File: config.mk
export PLATFORM = sky130hd
export DESIGN_NAME = mem_arbiter
export DESIGN_NICKNAME = d
export VERILOG_FILES = /design/src/rtl/mem_pkg.sv /design/src/rtl/dma_addr_gen.sv /design/src/rtl/mem_arbiter.sv
export SDC_FILE = /design/constraint.sdc
export NUM_CORES = 1
export LEC_CHECK = 0
export CORE_ASPECT_RATIO = 1.25
export CORE_MARGIN = 2
export CORE_UTILIZATION = 25
export CTS_BUF_LIST = sky130_fd_sc_hd__clkbuf_8
export DETAILED_ROUTE_END_ITERATION = 12
export GPL_TIMING_DRIVEN = 0
export MAX_ROUTING_LAYER = met4
export PLACE_DENSITY = 0.63
export SYNTH_ARGS = -nofsm -noshare
export SYNTH_HDL_FRONTEND = slang
export SYNTH_HIERARCHICAL = 1
export SYNTH_SLANG_ARGS = --single-unit
File: constraint.sdc
create_clock -name clk -period 4.2 [get_ports clk]
set_input_delay 0.84 -clock clk [delete_from_list [all_inputs] [get_ports clk]]
set_output_delay 0.84 -clock clk [all_outputs]
set_load 0.01 [all_outputs]
File: src/rtl/mem_pkg.sv
// mem_pkg: shared state encoding and sizing constants for the memory arbiter
package mem_pkg;
  localparam int DATA_W_DEF = 16;
  localparam int ADDR_W_DEF = 16;
  localparam int BURST_MAX = 16;
  typedef enum logic [2:0] {IDLE, CPU_ACC, CPU_RSP, DMA_ACC, DMA_RSP} state_t;
  function automatic logic [4:0] burst_words(input logic [3:0] len);
    return (len == 4'd0) ? 5'(BURST_MAX) : {1'b0, len};
  endfunction
endpackage

File: src/rtl/dma_addr_gen.sv
// dma_addr_gen: burst word address incrementer and remaining-word counter
module dma_addr_gen
  import mem_pkg::*;
#(
  parameter int ADDR_W = ADDR_W_DEF
) (
  input  logic              clk,
  input  logic              reset,
  input  logic              load,
  input  logic              step,
  input  logic [ADDR_W-1:0] start,
  input  logic [3:0]        len,
  output logic [ADDR_W-1:0] addr,
  output logic              last
);
  logic [4:0] left;
  // Load takes the burst start and size; step moves to the next word, wrapping past all-ones
  always_ff @(posedge clk or posedge reset)
    if (reset) begin
      addr <= '0;
      left <= '0;
    end else if (load) begin
      addr <= start;
      left <= burst_words(len);
    end else if (step) begin
      addr <= addr + 1'b1;
      left <= left - 1'b1;
    end
  assign last = left == 5'd1;
endmodule

File: src/rtl/mem_arbiter.sv
// mem_arbiter: round-robin single-port RAM arbiter between CPU word accesses and DMA bursts
module mem_arbiter
  import mem_pkg::*;
#(
  parameter int DATA_W = DATA_W_DEF,
  parameter int ADDR_W = ADDR_W_DEF
) (
  input  logic              clk,
  input  logic              reset,
  input  logic              cpu_req,
  input  logic              cpu_we,
  input  logic [ADDR_W-1:0] cpu_addr,
  input  logic [DATA_W-1:0] cpu_wdata,
  output logic              cpu_ack,
  output logic [DATA_W-1:0] cpu_rdata,
  output logic              cpu_wait,
  input  logic              dma_req,
  input  logic              dma_we,
  input  logic [ADDR_W-1:0] dma_addr,
  input  logic [3:0]        dma_len,
  input  logic [DATA_W-1:0] dma_wdata,
  output logic              dma_ack,
  output logic [DATA_W-1:0] dma_rdata,
  output logic              dma_done,
  output logic              ram_en,
  output logic              ram_we,
  output logic [ADDR_W-1:0] ram_addr,
  output logic [DATA_W-1:0] ram_wdata,
  input  logic [DATA_W-1:0] ram_rdata
);
  state_t state;
  logic last_dma, burst_we, cpu_win, load, step, last;
  logic [ADDR_W-1:0] burst_addr;
  assign cpu_win = cpu_req && (!dma_req || last_dma);
  assign load = state == IDLE && dma_req && !cpu_win;
  assign step = state == DMA_RSP && !last;
  dma_addr_gen #(.ADDR_W(ADDR_W)) u_gen (
    .clk(clk), .reset(reset), .load(load), .step(step),
    .start(dma_addr), .len(dma_len), .addr(burst_addr), .last(last)
  );
  // Sequencer: grants in IDLE only, then runs one access/response pair per word
  always_ff @(posedge clk or posedge reset)
    if (reset) begin
      state    <= IDLE;
      last_dma <= 1'b1;
      burst_we <= 1'b0;
      cpu_ack  <= 1'b0;
      dma_ack  <= 1'b0;
      dma_done <= 1'b0;
    end else begin
      cpu_ack  <= state == CPU_ACC;
      dma_ack  <= state == DMA_ACC;
      dma_done <= state == DMA_ACC && last;
      case (state)
        IDLE:
          if (cpu_win) begin
            state    <= CPU_ACC;
            last_dma <= 1'b0;
          end else if (dma_req) begin
            state    <= DMA_ACC;
            last_dma <= 1'b1;
            burst_we <= dma_we;
          end
        CPU_ACC: state <= CPU_RSP;
        CPU_RSP: state <= IDLE;
        DMA_ACC: state <= DMA_RSP;
        DMA_RSP: state <= last ? IDLE : DMA_ACC;
        default: state <= IDLE;
      endcase
    end
  assign ram_en    = state == CPU_ACC || state == DMA_ACC;
  assign ram_we    = state == CPU_ACC ? cpu_we : (state == DMA_ACC && burst_we);
  assign ram_addr  = state == CPU_ACC ? cpu_addr : state == DMA_ACC ? burst_addr : '0;
  assign ram_wdata = state == CPU_ACC ? cpu_wdata : state == DMA_ACC ? dma_wdata : '0;
  assign cpu_rdata = cpu_ack ? ram_rdata : '0;
  assign dma_rdata = dma_ack ? ram_rdata : '0;
  assign cpu_wait  = cpu_req & ~cpu_ack;
endmodule

==> impl_metrics.json <==
{
  "initial_core_util": 0.2593,
  "maxSlewHeadroom": 0.4189,
  "post_cts_resized": 0,
  "cts_setup_buffers": 0,
  "leakage_nw": 1.613,
  "cts_buffer_depth": 2,
  "ctsHtreeMaxLevel": 2,
  "crit_chain": "clkdlybuf4s50_1 -> mux2i_1 -> nor2_1 -> clkdlybuf4s50_1",
  "fp.dieArea_um2": 9857,
  "syn_area_um2": 2268,
  "hold_violations": 0,
  "ys_seq_area_frac": 0.3205,
  "synth_top_area_share": 0.3089,
  "critPathMaxStageDelay_ps": 590,
  "hold_buffers": 0,
  "drv_slew": 0,
  "critPathRequiredTime_ps": 3360,
  "ios": 160,
  "skew_ps": 9.743,
  "peakVddDrop_mv": 0.2787,
  "syn_avg_cell_area_um2": 8.691,
  "worst-path-buf-inv": 2,
  "clock-sinks": 29,
  "drive_gt1_frac": 0.07710,
  "crit_fanout": 1,
  "fin_nets": 520,
  "synth_fp_nets": 354,
  "cp-end-kind": "output pin",
  "grt_max_degree": 22,
  "via_count": 2448,
  "synthArstFlopShare": 1.000,
  "whs_ps": 519.0,
  "start_kind": "input port",
  "period_needed_ps": 2912,
  "wl_mm": 7.972,
  "synthTopCellsByArea": "dfrtp_1 (31%), mux2i_1 (15%), and2_1 (8.8%)",
  "cts-root-buf": "clkbuf_8",
  "row_count": 38,
  "setup-violations-final": 0,
  "wl_per_cell_um": 14.55,
  "port_buffers": 159,
  "grt_pass1_wl_mm": 12.42,
  "finalSetupTns_ps": 0,
  "ant_nets": 0,
  "syn_inst": 261,
  "first_pass_iters": 4,
  "core_area_um2": 8748,
  "ys_warn_count": 6,
  "met3_usage": 0.03961,
  "synthFlopType": "dfrtp_1",
  "met2_usage": 0.2854,
  "gr-usage-all-layers": 0.1632,
  "crit_path_top_delay_cell": "clkdlybuf4s50_1",
  "cp.arrival_ps": 2070,
  "cpMostUsedCell": "clkdlybuf4s50_1",
  "route.detailed.drc": 0,
  "diodes": 0,
  "synth.distinct_cells": 38,
  "drt_iter0_drc": 91,
  "path_delay_family": "buffers and inverters",
  "gp_congestion": 0.7710,
  "rsz0062_at_grt": "false",
  "clock_latency_ps": 280,
  "ys_seq_elements": 29,
  "cts_buffers": 5,
  "via_per_inst": 4.467,
  "clkTransAtPathRegs_ps": 60,
  "min_path_type": "flip-flop to flip-flop",
  "dpl_cell_area_um2": 4010,
  "grt_busiest_layer": "met2",
  "synth_edf_count": 0,
  "design_area_um2": 4100,
  "tightest_slew_ps": 870.6,
  "use_met1": 0.1872,
  "die_w_um": 89.20,
  "antenna_found_initial": 0,
  "grt_pass1_vias": 2502,
  "hpwlAfterDp_mm": 6.616,
  "grt_overflow": 0,
  "synth_largest_area_cell": "dfrtp_1",
  "drv_cap": 0,
  "fmax_mhz": 343.4,
  "status": "finished clean",
  "pwr_density_cell_nw_per_um2": 537.0,
  "syn_to_final_growth_pct": 80.75,
  "critical_path_class": "input port to output pin",
  "die_h_um": 110.5,
  "post-route-period-util": 0.6934,
  "cts_tree": "built"
}
-- cells in the mapped netlist (2+ instances only) --
master / n
mux2i_1: 34
dfrtp_1: 28
nand4_4: 2
buf_2: 4
and2_1: 32
inv_1: 8
nand2_1: 26
nor4_2: 5
mux2_2: 4
nand4_1: 3
buf_4: 3
nor3_1: 5
ha_1: 3
xnor2_1: 13
o21ai_1: 2
buf_6: 2
o21ai_0: 17
xor2_1: 6
nor4b_1: 2
nor2_1: 40
clkbuf_1: 5
-- flip-flops by register name, summed over array words and instances, names as in the netlist --
| signal | flops |
|---|---|
| burst_we | 1 |
| u_gen/addr | 16 |
| state | 3 |
| last_dma | 1 |
| dma_done | 1 |
| dma_ack | 1 |
| cpu_ack | 1 |
| u_gen/left | 5 |
-- worst reg2reg max path: stages (launching register included) --
cell and delay, ps:
dfrtp_1 390, inv_1 80, ha_1 130, nor4b_1 660
nor4b_2 100, buf_4 220, nand4_4 170, nor4_2 80
xor2_1 140, mux2_2 260
-- placed cells by master (no fill, tap or decap), types with 3 or more instances in the layout --
master,synthesis,final
and2_1,32,32
buf_2,4,4
buf_4,3,3
clkbuf_1,5,5
clkbuf_8,0,6
clkdlybuf4s50_1,0,159
dfrtp_1,28,28
ha_1,3,3
inv_1,8,10
mux2_2,4,4
mux2i_1,34,34
nand2_1,26,26
nand4_1,3,3
nor2_1,40,40
nor3_1,5,5
nor4_2,5,5
o21ai_0,17,17
xnor2_1,13,13
xor2_1,6,6
-- cells by family (layout without fill, tap and decap cells) --
kind of cell	after synthesis	count (layout)	share of synthesized area
AOI/OAI and AO/OA	23	23	0.05406
xor gates and xnor gates	19	19	0.07336
adders and majority gates	3	3	0.01655
buffers and inverters	24	191	0.05350
DFF	29	29	0.3205
muxes	39	39	0.1765
and+or+nand+nor	124	124	0.3056
-- where the power goes --
part	internal, W	switching, W
logic	0.000754	0.000625
clock network	0.000129	0.000103
registers	0.000415	0.000177
total	0.00130	0.000905
-- final timing paths --
check	slack, ps	startpoint	cells after the start	to
worst max-delay path	1290	cpu_addr[0]	4	ram_addr[0]
worst min-delay path	520	burst_we$_DFFE_PP0P_	1	burst_we$_DFFE_PP0P_
worst max register to register	1860	u_gen/left[1]$_DFFE_PP0P_	9	u_gen/addr[13]$_DFFE_PP0P_
worst min register to register	520	burst_we$_DFFE_PP0P_	1	burst_we$_DFFE_PP0P_
max in group asynchronous	2570	reset	2	u_gen/addr[7]$_DFFE_PP0P_
min in group asynchronous	860	reset	2	dma_done$_DFF_PP0_
-- layout make-up --
cell class / instances / area (um2)
fillers: 902 / 4648
repair buffers: 159 / 1592
multi-input cells: 208 / 1420
flip-flops and latches: 29 / 726.9
well taps: 120 / 150.1
plain buffers: 15 / 87.58
clock buffers: 6 / 82.58
inverters: 9 / 33.78
clock inverters: 2 / 7.507
-- metrics by stage --
stage,util,power (W),cells,setup slack [ps]
floorplan,-,0.001329,261,2097
global placement,0.4584,0.001980,540,1288
detailed placement,0.4584,0.001997,540,1284
CTS,0.4687,0.002241,548,1276
global route,0.4687,0.002399,548,1205
finish,0.4687,0.002202,548,1288
-- routing by layer --
layer	vias to the layer above	part of all wire
met3	5	0.10
met1	1126	0.39
li1	1205	-
met4	0	0.0083
met5	-	0
met2	112	0.49
No activity file was read; power rests on OpenSTA's default activity.
